<file path="src/rtl/pipeline_exec_ctrl.sv">
// Execution sequencer for the 5-stage pipeline.
// Produces the shared hold line for every pipeline register, the flush pulse,
// the execution-stopped pulse and a saturating count of advanced cycles.
// Accepts CLEAR/RUN/STEP/HALT commands from the debug unit.
// Stops when a HALT instruction reaches MEM/WB.
module pipeline_exec_ctrl #(
  parameter int NB_CNT       = 32,
  parameter int STEP_CYCLES  = 1,
  parameter int FLUSH_CYCLES = 2
) (
  input  logic              clk,
  input  logic              i_reset,
  input  logic              i_cmd_valid,
  input  logic [1:0]        i_cmd,
  output logic              o_cmd_ready,
  input  logic              i_wb_halt,
  output logic              o_hold,
  output logic              o_flush,
  output logic              o_done,
  output logic              o_busy,
  output logic [2:0]        o_state,
  output logic [NB_CNT-1:0] o_cycle_count
);

  typedef enum logic [2:0] {
    S_IDLE   = 3'd0,
    S_RUN    = 3'd1,
    S_STEP   = 3'd2,
    S_HALTED = 3'd3,
    S_FLUSH  = 3'd4
  } state_t;

  localparam logic [1:0] CMD_CLEAR = 2'b00;
  localparam logic [1:0] CMD_RUN   = 2'b01;
  localparam logic [1:0] CMD_STEP  = 2'b10;
  localparam logic [1:0] CMD_HALT  = 2'b11;

  // Down-counters run from N-1 to 0, so they only need to hold N-1.
  localparam int STEP_W  = (STEP_CYCLES  > 1) ? $clog2(STEP_CYCLES)  : 1;
  localparam int FLUSH_W = (FLUSH_CYCLES > 1) ? $clog2(FLUSH_CYCLES) : 1;
  localparam logic [STEP_W-1:0]  STEP_LOAD  = STEP_W'(STEP_CYCLES - 1);
  localparam logic [FLUSH_W-1:0] FLUSH_LOAD = FLUSH_W'(FLUSH_CYCLES - 1);

  state_t              state_q, state_d;
  logic [STEP_W-1:0]   step_cnt_q;
  logic [FLUSH_W-1:0]  flush_cnt_q;
  logic [NB_CNT-1:0]   cycle_cnt_q;
  logic                done_q, done_d;
  logic                cmd_accept;
  logic                load_step, load_flush;
  logic                advancing;

  assign cmd_accept = i_cmd_valid & o_cmd_ready;
  // The pipeline moves on exactly the edges where hold is low.
  assign advancing  = (state_q == S_RUN) || (state_q == S_STEP);

  // State register and registered done pulse; reset overrides everything.
  // NOTE: sequential state uses non-blocking assignments so every flop samples
  // the pre-edge values regardless of process evaluation order.
  always_ff @(posedge clk) begin
    if (i_reset) begin
      state_q <= S_IDLE;
      done_q  <= 1'b0;
    end else begin
      state_q <= state_d;
      done_q  <= done_d;
    end
  end

  // Next-state logic: command decode, halt detection, step/flush completion.
  // NOTE: every signal gets a default before the case so no path leaves one
  // unassigned, which would otherwise infer a latch.
  always_comb begin
    state_d    = state_q;
    done_d     = 1'b0;
    load_step  = 1'b0;
    load_flush = 1'b0;
    case (state_q)
      S_IDLE: begin
        if (cmd_accept) begin
          case (i_cmd)
            CMD_CLEAR: begin
              state_d    = S_FLUSH;
              load_flush = 1'b1;
            end
            CMD_RUN:  state_d = S_RUN;
            CMD_STEP: begin
              state_d   = S_STEP;
              load_step = 1'b1;
            end
            default:  state_d = S_IDLE;  // HALT while idle does nothing
          endcase
        end
      end
      S_RUN: begin
        // A halt instruction takes priority over a simultaneous HALT command.
        if (i_wb_halt) begin
          state_d = S_HALTED;
          done_d  = 1'b1;
        end else if (cmd_accept && (i_cmd == CMD_HALT)) begin
          state_d = S_IDLE;
          done_d  = 1'b1;
        end
      end
      S_STEP: begin
        if (i_wb_halt) begin
          state_d = S_HALTED;
          done_d  = 1'b1;
        end else if (step_cnt_q == '0) begin
          state_d = S_IDLE;
          done_d  = 1'b1;
        end
      end
      S_HALTED: begin
        if (cmd_accept && (i_cmd == CMD_CLEAR)) begin
          state_d    = S_FLUSH;
          load_flush = 1'b1;
        end
      end
      S_FLUSH: begin
        if (flush_cnt_q == '0) state_d = S_IDLE;
      end
      default: state_d = S_IDLE;  // recover from illegal encodings
    endcase
  end

  // Step and flush down-counters: loaded on entry, decremented while in state.
  always_ff @(posedge clk) begin
    if (i_reset) begin
      step_cnt_q  <= '0;
      flush_cnt_q <= '0;
    end else begin
      if (load_step)
        step_cnt_q <= STEP_LOAD;
      else if ((state_q == S_STEP) && (step_cnt_q != '0))
        step_cnt_q <= step_cnt_q - 1'b1;

      if (load_flush)
        flush_cnt_q <= FLUSH_LOAD;
      else if ((state_q == S_FLUSH) && (flush_cnt_q != '0))
        flush_cnt_q <= flush_cnt_q - 1'b1;
    end
  end

  // Advanced-cycle counter: cleared when CLEAR is taken, saturates at all-ones.
  always_ff @(posedge clk) begin
    if (i_reset)
      cycle_cnt_q <= '0;
    else if (load_flush)
      cycle_cnt_q <= '0;
    else if (advancing && (cycle_cnt_q != '1))
      cycle_cnt_q <= cycle_cnt_q + NB_CNT'(1);
  end

  // Moore outputs decoded from the state register.
  always_comb begin
    o_hold        = 1'b1;
    o_busy        = 1'b0;
    o_flush       = 1'b0;
    o_cmd_ready   = 1'b0;
    o_state       = state_q;
    o_done        = done_q;
    o_cycle_count = cycle_cnt_q;
    case (state_q)
      S_IDLE:   o_cmd_ready = 1'b1;
      S_RUN: begin
        o_hold      = 1'b0;
        o_busy      = 1'b1;
        o_cmd_ready = 1'b1;
      end
      S_STEP: begin
        o_hold = 1'b0;
        o_busy = 1'b1;
      end
      S_HALTED: o_cmd_ready = 1'b1;
      S_FLUSH:  o_flush     = 1'b1;
      default:  o_hold      = 1'b1;
    endcase
  end

endmodule

</file>
<file path="config.mk">
export PLATFORM = sky130hd
export DESIGN_NAME = pipeline_exec_ctrl
export DESIGN_NICKNAME = d
export VERILOG_FILES = /design/src/rtl/pipeline_exec_ctrl.sv
export SDC_FILE = /design/constraint.sdc
export NUM_CORES = 1
export LEC_CHECK = 0
export CAP_MARGIN = 20
export CORE_MARGIN = 2
export CORE_UTILIZATION = 45
export CTS_CLUSTER_SIZE = 16
export DETAILED_ROUTE_END_ITERATION = 8
export PLACE_DENSITY = 0.74
export SYNTH_ARGS = -nofsm -noshare
export SYNTH_HDL_FRONTEND = slang
export SYNTH_SLANG_ARGS = --single-unit
</file>
<file path="constraint.sdc">
create_clock -name clk -period 1.9 [get_ports clk]
set_input_delay 0.57 -clock clk [delete_from_list [all_inputs] [get_ports clk]]
set_output_delay 0.57 -clock clk [all_outputs]
set_load 0.05 [all_outputs]
</file>
=== Word level (Yosys, flattened, before mapping) ===
Index checks and enable logic that the tools add are counted.

* Mux-type cells: 27
* Add/subtract/negate cells: 3
* Reductions and logical operators: 14
* Equal/unequal tests: 13
* Bitwise logic cells: 1

{| class="wikitable"
|+ Operators by type and width
! operator !! count
|-
| $add A32 B1 Y32 const B || 1
|-
| $ne A32 B32 Y1 const B || 1
|-
| $mux W3 || 7
|-
| $mux W1 || 16
|-
| $pmux W3 S5 || 1
|-
| $pmux W3 S3 || 1
|-
| $eq A3 B2 Y1 const B || 2
|-
| $ne A2 B2 Y1 const B || 3
|-
| $reduce_or A2 Y1 || 3
|-
| $logic_and A1 B1 Y1 || 5
|-
| $reduce_and A5 Y1 || 1
|-
| $eq A2 B2 Y1 const B || 2
|-
| $pmux W1 S2 || 2
|-
| $eq A3 B1 Y1 const B || 1
|-
| $eq A3 B3 Y1 const B || 1
|-
| $logic_not A3 Y1 || 1
|-
| $ne A3 B2 Y1 const B || 1
|-
| $ne A3 B3 Y1 const B || 1
|-
| $reduce_or A3 Y1 || 1
|-
| $eq A2 B1 Y1 const B || 1
|-
| $logic_not A2 Y1 || 1
|-
| $reduce_bool A2 Y1 || 1
|-
| $sub A1 B1 Y1 const B || 2
|-
| $and A1 B1 Y1 || 1
|-
| $logic_or A1 B1 Y1 || 1
|}

* Register bits after elaboration: 38
* Output and inout port bits: 40
* Input bits: 6

=== Logic depth before layout (Yosys ltp) ===
Gate-level depths: netlist of run 1.

* Word-level depth: 8
* Depth in mapped cells: 7
* Gate-level depth less buffers: 6

=== Worst setup path before layout of run 1 ===
OpenSTA, ideal clock, no wires.

* Path type: register to output
* From: reg state_q[0] (netlist: o_state[0])
* To: out o_hold
* Path slack: -0.926 ns
* Arrival time: 2.256 ns
* Required time: 1.330 ns
* Cell stages (with the launch flop): 5
* Cell sequence: dfxtp_1 -> buf_2 -> xnor2_1 -> nor2_1 -> inv_1

* Word-level cells in the longest chain between the ends: 3
* Elaborated cells on any way between the ends: 4

{| class="wikitable"
|+ Ends and longest elaborated chain
! what !! line !! source
|-
| start: declaration || 44 || <nowiki>state_t state_q, state_d;</nowiki>
|-
| start signal: assignment || 65 || <nowiki>state_q <= state_d;</nowiki>
|-
| $eq A3 B1 Y1 / $eq A3 B2 Y1 (equally long branches) || 164 || <nowiki>case (state_q)</nowiki>
|-
| $reduce_or A2 Y1 (no source line) (*) || - ||
|-
| $mux W1 (*) || 164 ||
|-
| end: declaration || 17 || <nowiki>output logic o_hold,</nowiki>
|}

Every way passes the cells marked *; elsewhere a longest branch is shown, timed or not.

=== Worst setup path after layout of run 1 ===
* From: reg state_q[1] (netlist: o_state[1])
* To: out o_hold

Same word-level chain as after synthesis.

==> results of run 1 <==
[flip-flops by register name, summed over array words and instances (netlist names)]
register,count
o_cycle_count,32
o_done,1
step_cnt_q,1
flush_cnt_q,1
o_state,3
[logic make-up after synthesis]
kind of cell               share of synthesized area, %
AOI/OAI and AO/OA                                  19.0
xor gates and xnor gates                           2.55
adders and majority gates                         0.621
muxes                                              2.48
buffers and inverters                              3.91
DFF                                                37.8
and+or+nand+nor                                    33.7
[final timing paths]
check | slack, ns | endpoint | startpoint
worst max-delay path | 0.02 | o_hold | o_state[1]
worst min-delay path | 0.45 | o_state[2] | flush_cnt_q
worst max register to register | 0.10 | o_cycle_count[7] | o_cycle_count[0]
worst min register to register | 0.45 | o_state[2] | flush_cnt_q
[routing by layer]
metal	global-route usage [%]	part of all wire, %	up-vias
met5	0	0	-
met4	5.66	0.83	0
met1	29.3	46	1023
li1	-	-	1071
met3	4.42	5.4	4
met2	35.1	48	63
[layout make-up]
| class | instances | share of cell area (%) |
|---|---|---|
| Timing Repair Buffer | 75 | 23.8 |
| Clock buffer | 8 | 3.75 |
| Sequential cell | 38 | 27.3 |
| Inverter | 4 | 0.632 |
| Tap cell | 52 | 2.19 |
| Multi-Input combinational cell | 193 | 42.3 |
[synthesized netlist by cell type, types with 2 or more instances]
master | count | area [um^2]
o21ai_0 | 14 | 70.1
nor3_1 | 7 | 35.0
and2_1 | 3 | 18.8
inv_1 | 4 | 15.0
nand3_1 | 15 | 75.1
a21oi_1 | 24 | 120
nand2_1 | 21 | 78.8
dfxtp_1 | 38 | 761
and4_1 | 8 | 70.1
xor2_1 | 2 | 17.5
or3_1 | 14 | 87.6
a31o_2 | 2 | 17.5
nand2b_1 | 5 | 31.3
buf_2 | 5 | 25.0
mux2i_1 | 5 | 50.1
a31oi_1 | 4 | 25.0
nand4_1 | 12 | 75.1
nor2_1 | 17 | 63.8
a211oi_1 | 3 | 22.5
nor2b_1 | 2 | 12.5
o31ai_1 | 2 | 15.0
clkbuf_1 | 7 | 26.3
or4_1 | 3 | 22.5
and3_1 | 7 | 43.8
xnor2_1 | 2 | 17.5
[worst max-delay path, delay by kind of cell (launching register included)]
kind          cells  cell delay, ns
flops             1            0.41
buf+inv           2            0.30
simple gates      1            0.15
xor+xnor          1            0.17
[power groups by stage]
stage | Combinational, mW | Clock, mW | Sequential, mW
finish | 0.610 | 0.670 | 0.874
global route | 0.648 | 0.702 | 0.880
CTS | 0.600 | 0.680 | 0.874
detailed placement | 0.579 | 0 | 0.893
global placement | 0.578 | 0 | 0.893
floorplan | 0.308 | 0 | 0.937
[cells in the final DEF, fill, tap and decap left out, types with 2 or more instances in the layout]
cell             instances
nor2b_1                  2
inv_1                    2
and4_1                   5
nand3_1                 14
dfxtp_4                  4
nor3_1                   6
buf_4                   58
and3_1                   5
xor2_1                   2
dlymetal6s2s_1           3
nand2b_1                 5
a31oi_1                  4
a21oi_1                 24
clkbuf_8                 6
buf_6                    3
buf_12                   9
and2_1                   2
or4_1                    3
a31o_2                   2
and4_4                   3
o31ai_1                  2
nand2_1                 19
dfxtp_1                  5
mux2i_1                  5
dfxtp_2                 29
nand4_1                 12
clkdlybuf4s50_1          2
o21ai_0                 14
nor2_1                  15
or3_1                   14
a211oi_1                 3
[repair_timing]
item | 4_1_cts | 5_1_grt
gates resized for setup | 0 | 18
pin swaps | 1 | 3
endpoints found under the setup margin | 1 | 31
setup buffers | 2 | 1
==> flow_summary.rst, run 1 <==
.. list-table::
   :header-rows: 1

   * - Metric
     - Value
   * - Number of enable-type register cells in the synthesized netlist
     - 0
   * - Cell Count, Final, Fillers Out
     - 370
   * - Area of the multi-input gates
     - about 1300 um^2
   * - Horizontal die dimension
     - 70.9 um
   * - CTS Buf Count
     - 5
   * - Element type at the critical path start
     - register
   * - Share of the yosys chip area belonging to registers
     - 37.8%
   * - Max-Cap Viols
     - 0
   * - Overall power of the completed layout
     - roughly 2.2 mW
   * - Distinct cells, synth
     - 48
   * - Final period demand of the worst path
     - 1.88 ns
   * - Total placed cells including tap cells
     - 359
   * - CTS max path bufs
     - 2
   * - Worst EP required
     - 1.33 ns
   * - Clock input transition at the sequential cells of the worst setup and hold paths
     - 0.07 ns
   * - Count of nets after finishing
     - 324
   * - Number of H-tree branching levels
     - 2
   * - Hold_buf cts
     - 0
   * - Maximum frequency from static timing analysis
     - about 0.53 GHz
   * - Antenna violation net count after detailed routing
     - 0
   * - Estimated wirelength of the detail-placed design
     - just under 4 mm
   * - Peak supply drop
     - 565 uV
   * - Tightest Pin Transition
     - 0.578 ns
   * - Synth warnings
     - 0
   * - Placed instance area
     - 2790 um^2
   * - Cell count of the worst reg-to-reg path
     - 6
   * - Arr. time, crit path
     - 1.31 ns
   * - Area Overhead vs Synth
     - 47.5%
   * - Fill cell instance count of the final layout
     - 352
   * - Post-route fraction of the period consumed by the critical path
     - 98.9%
   * - Setup_tns
     - 0 ns
   * - TritonCTS clock tree
     - built
   * - Sequential Power Share
     - 40.6%
   * - Layout Utilization
     - 68.7%
   * - Instance count of the mapped netlist
     - roughly 250
   * - Syn nets
     - 256
   * - Global placer's final weighted congestion
     - between 0.8 and 0.9
   * - Final slew viol count
     - 0
   * - Fraction of final layout cells with drive strength greater than 1
     - 42.1%
   * - IO Pins
     - 46
   * - Post-synthesis async set-or-reset flop share
     - 0%
   * - Clock latency on the worst-skew pair
     - 0.29 ns
   * - Leak Pwr
     - roughly 1.2 nW
   * - Number of antenna violations at the first check in global routing
     - 0
   * - # rows
     - 24
   * - Worst setup timing slack at the placement stage
     - -0.287 ns
   * - Worst-path cell chain
     - xnor2_4 > nor2_4 > clkinvlp_4 > buf_12
   * - DRT Wirelength
     - 5.28 mm
   * - Number of search-and-repair iterations in the first detailed-routing pass
     - 4
   * - Net Sw Power
     - 673 uW
   * - Post-Synthesis Mean Instance Area
     - just over 8 um^2
   * - Clock share of power
     - a little under a third
   * - Slowest stage cell on the critical path
     - dfxtp_4
   * - Total overflow reported by the global router
     - 0
   * - Net switching fraction of the power
     - 31.2%
   * - Total number of clock tree sinks
     - 38
   * - Rel. slew slack
     - 61.1%
   * - Worst hold slack across all endpoints
     - between 0.4 and 0.5 ns
   * - Placeable core area
     - 4320 um^2
   * - Maximum fanout count along the critical path
     - 9
   * - Largest clock skew in the final design
     - 0.00669 ns
   * - Classification of the worst setup path
     - reg2out
   * - DRC viols
     - 0
   * - Overall die area
     - 5030 um^2
   * - Chip height
     - 70.9 um
   * - Pin count of the biggest net entering global routing
     - 16
   * - Final std cell area, no fill
     - 2970 um^2
   * - Highest cell delay on the worst timing path
     - a little over 0.4 ns
   * - Post-synthesis instance area
     - 2010 um^2
   * - Global routing usage summed across all routing layers
     - between 20% and 30%
   * - Via count of the first global-routing pass
     - 1986
   * - Class of the worst hold path
     - reg2reg
   * - Run status
     - completed
   * - Initial drt markers
     - 143
   * - Count of final setup violators
     - 0
   * - Design internal power
     - 1.48 mW
   * - Part of the power in combinational logic
     - 28.3%
   * - Number of buffers inserted by port buffering
     - 45
   * - Top flip-flop cell by instance count after synthesis
     - dfxtp_1
   * - WL/cell
     - roughly 14 um
   * - Global-route wire length before repair
     - between 8 and 9 mm
   * - #FFs+latches synth
     - 38
   * - Final Hold Vio Count
     - 0
   * - Via count
     - 2161
   * - Number of vias per cell after detailed routing
     - 5.84
   * - Area of all sequential standard cells
     - 812 um^2
   * - Count of cells along the worst hold path
     - 2
   * - Initial cell density of the core
     - 46.6%
   * - Total power divided by cell area
     - 725 nW/um^2
   * - Setup repair after global routing missed its margin
     - yes
   * - Setup WS post-layout
     - around 0.022 ns
   * - Clock root cell
     - clkbuf_8
   * - Crit path capture type
     - output pin
   * - Number of diodes
     - 0
No activity file was read; power rests on OpenSTA's default activity.
==> inputs of run 2 (changes only) <==
CORE_UTILIZATION = 30   (was 45)
PLACE_DENSITY = 0.52   (was 0.74)
TNS_END_PERCENT = 50   (was unset)
==> run 2 against run 1 <==
Against the previous run: clock skew rose by 0.00072 ns; sequential power about the same; register-to-register slack is essentially flat; via count decreased by 1.5%; die area increased by 47%; critical endpoint is now o_busy; largest cell class unchanged.
==> flow_summary.rst, run 2 (same netlist as run 1, synthesis figures left out) <==
.. list-table::
   :header-rows: 1

   * - Metric
     - Value
   * - Setup WS post-layout
     - 0.0165 ns (-0.00520 ns)
   * - Clock root cell
     - clkbuf_8
   * - Overall die area
     - 7390 um^2 (+47%)
   * - Net switching fraction of the power
     - 31.6% (+0.39 points)
   * - WL/cell
     - 13.9 um (-2.7%)
   * - IO Pins
     - 46 (unchanged)
   * - Maximum frequency from static timing analysis
     - 0.531 GHz (-0.28%)
   * - Initial drt markers
     - 71 (-50%)
   * - Total placed cells including tap cells
     - 393 (+9.5%)
   * - Number of H-tree branching levels
     - 2 (unchanged)
   * - Number of search-and-repair iterations in the first detailed-routing pass
     - 4 (unchanged)
   * - Slowest stage cell on the critical path
     - dfxtp_4
   * - Number of buffers inserted by port buffering
     - 45 (unchanged)
   * - Peak supply drop
     - 441 uV (-22%)
   * - DRC viols
     - 0 (unchanged)
   * - Pin count of the biggest net entering global routing
     - 12 (-4)
   * - Layout Utilization
     - 48.3% (-20 points)
   * - Final std cell area, no fill
     - 3100 um^2 (+4.5%)
   * - Maximum fanout count along the critical path
     - 6 (-3)
   * - Largest delay contributor family on the critical path
     - flip-flops
   * - Number of vias per cell after detailed routing
     - 5.26 (-10%)
   * - Area Overhead vs Synth
     - 54.0%
   * - Horizontal die dimension
     - 85.9 um (+21%)
   * - Largest register FFs
     - 32 (unchanged)
   * - Highest cell delay on the worst timing path
     - 0.41 ns (about the same)
   * - Count of final setup violators
     - 0 (unchanged)
   * - Number of antenna violations at the first check in global routing
     - 0 (unchanged)
   * - Part of the power in combinational logic
     - 29.0% (+0.7 points)
   * - Met1 routed wirelength after detailed routing
     - 2.75 mm (+13%)
   * - Final slew viol count
     - 0 (unchanged)
   * - Number of diodes
     - 0 (unchanged)
   * - Total number of clock tree sinks
     - 38 (unchanged)
   * - Sum of met2 wire segment lengths after detailed routing
     - 2.56 mm (+1.7%)
   * - Via count of the first global-routing pass
     - 1933 (-2.7%)
   * - Clock input transition at the sequential cells of the worst setup and hold paths
     - 0.08 ns (about the same)
   * - DRT Wirelength
     - 5.62 mm (+6.5%)
   * - Net Sw Power
     - 686 uW (+1.9%)
   * - Final period demand of the worst path
     - 1.88 ns (+0.00520 ns)
   * - Worst R2R Setup Slack
     - 0.09 ns (about the same)
   * - Post-route fraction of the period consumed by the critical path
     - 99.1% (+0.27 points)
   * - Tightest Pin Transition
     - 0.474 ns (-0.104 ns)
   * - Class of the worst hold path
     - reg2reg
   * - Most common library cell in the layout ignoring fill and taps
     - buf_4
   * - Clock latency on the worst-skew pair
     - 0.30 ns (about the same)
   * - Run status
     - completed
   * - TritonCTS clock tree
     - built
   * - Rel. slew slack
     - 68.4% (+7.3 points)
   * - Worst EP required
     - 1.33 ns (about the same)
   * - Worst-path cell chain
     - xnor2_4 > nor2_4 > buf_4 > buf_12
   * - Crit path capture type
     - output pin
   * - Design internal power
     - 1.48 mW (+0.10%)
   * - Element type at the critical path start
     - register
   * - Placed instance area
     - 2910 um^2 (+4.3%)
   * - Uppermost layer routed
     - met4
   * - Final Hold Vio Count
     - 0 (unchanged)
   * - Cell Count, Final, Fillers Out
     - 405 (+9.5%)
   * - Count of buffering cells on the critical path with inverters included
     - 2 (unchanged)
   * - Setup repair after global routing missed its margin
     - yes
   * - Max-Cap Viols
     - 0 (unchanged)
   * - Leak Pwr
     - 1.26 nW (+5.0%)
   * - Chip height
     - 85.9 um (+21%)
   * - Via count
     - 2129 (-1.5%)
   * - Top library cells by usage in the layout, fill and taps aside
     - buf_4, dfxtp_2, a21oi_1, nand2_1, nor2_1
   * - Worst setup timing slack at the placement stage
     - -0.371 ns (-0.0836 ns)
   * - Sequential Power Share
     - 40.3% (-0.3 points)
   * - Antenna violation net count after detailed routing
     - 0 (unchanged)
   * - Routed length on met3
     - 239 um (-16%)
   * - Total power divided by cell area
     - 699 nW/um^2 (-3.6%)
   * - Total overflow reported by the global router
     - 0 (unchanged)
   * - Largest clock skew in the final design
     - 0.00740 ns (+0.000719 ns)
   * - Count of nets after finishing
     - 334 (+3.1%)
   * - Arr. time, crit path
     - 1.31 ns (about the same)
   * - Estimated wirelength of the detail-placed design
     - 4.22 mm (+8.0%)
   * - Initial cell density of the core
     - 31.4% (-15 points)
   * - Global routing usage summed across all routing layers
     - 15.8% (-5.8 points)
   * - Global-route wire length before repair
     - 9.32 mm (+5.2%)
   * - # rows
     - 29 (+21%)
   * - Clock share of power
     - 30.7% (-0.4 points)
   * - CTS max path bufs
     - 2 (unchanged)
   * - Global placer's final weighted congestion
     - 0.876 (+7.6%)
   * - Fraction of final layout cells with drive strength greater than 1
     - 43.9% (+1.8 points)
   * - CTS Buf Count
     - 5 (unchanged)
   * - Placeable core area
     - 6420 um^2 (+49%)
   * - Classification of the worst setup path
     - reg2out
run 2: changes by cell type in the layout (fill, tap and decap cells not counted), moves of 2 or more:
| cell | before | now |
|---|---|---|
| dfxtp_1 | 5 | 7 |
| clkbuf_8 | 6 | 8 |
| buf_12 | 9 | 11 |
| dfxtp_2 | 29 | 26 |
| buf_4 | 58 | 67 |
run 2: metrics by stage:
stage               hold WS [ns]  setup TNS (ns)  power, mW
finish                     0.461               0       2.17
global route               0.487          -0.116       2.27
CTS                        0.460        -0.00227       2.17
detailed placement         0.452           -7.65       1.49
global placement           0.436           -6.99       1.49
floorplan                  0.429          -0.159       1.25
run 2: tightest hold or removal path: stages (launching register included):
cell and delay [ns]:
dfxtp_1 0.32, nand2_1 0.05, a21oi_1 0.06
run 2: cell type report:
cell class | instances | area [um^2]
clock buffers | 8 | 110
fillers | 641 | 3320
inverters | 4 | 18.8
multi-input cells | 193 | 1260
flip-flops and latches | 38 | 812
well taps | 77 | 96.3
repair buffers | 85 | 803
run 2: power by group through the flow:
stage / combinational [mW] / sequential (mW) / clock, mW
6_report: 0.628 / 0.874 / 0.667
5_1_grt: 0.666 / 0.880 / 0.721
4_1_cts: 0.605 / 0.880 / 0.687
3_5_place_dp: 0.591 / 0.899 / 0
3_3_place_gp: 0.590 / 0.900 / 0
2_1_floorplan: 0.308 / 0.937 / 0
run 2: worst paths after layout:
kind / cells after the start / end / from
setup reg to reg: 6 / o_cycle_count[4] / o_cycle_count[0]
hold / removal: 2 / o_state[2] / flush_cnt_q
hold reg to reg: 2 / o_state[2] / flush_cnt_q
setup / recovery: 4 / o_busy / o_state[1]
run 2: what timing repair did:
item / CTS / global route
hold buffers: 0 / 0
pin swaps: 4 / 4
gates resized for setup: 4 / 14
hold endpoints to repair: 0 / 0
buffers inserted: 2 / 2
setup endpoints to repair: 5 / 25
run 2: layer usage:
layer / global-route usage [%] / vias to the layer above
met2: 24.3 / 50
met3: 3.56 / 7
met5: 0 / -
met4: 5.48 / 0
met1: 21.6 / 983
li1: - / 1089
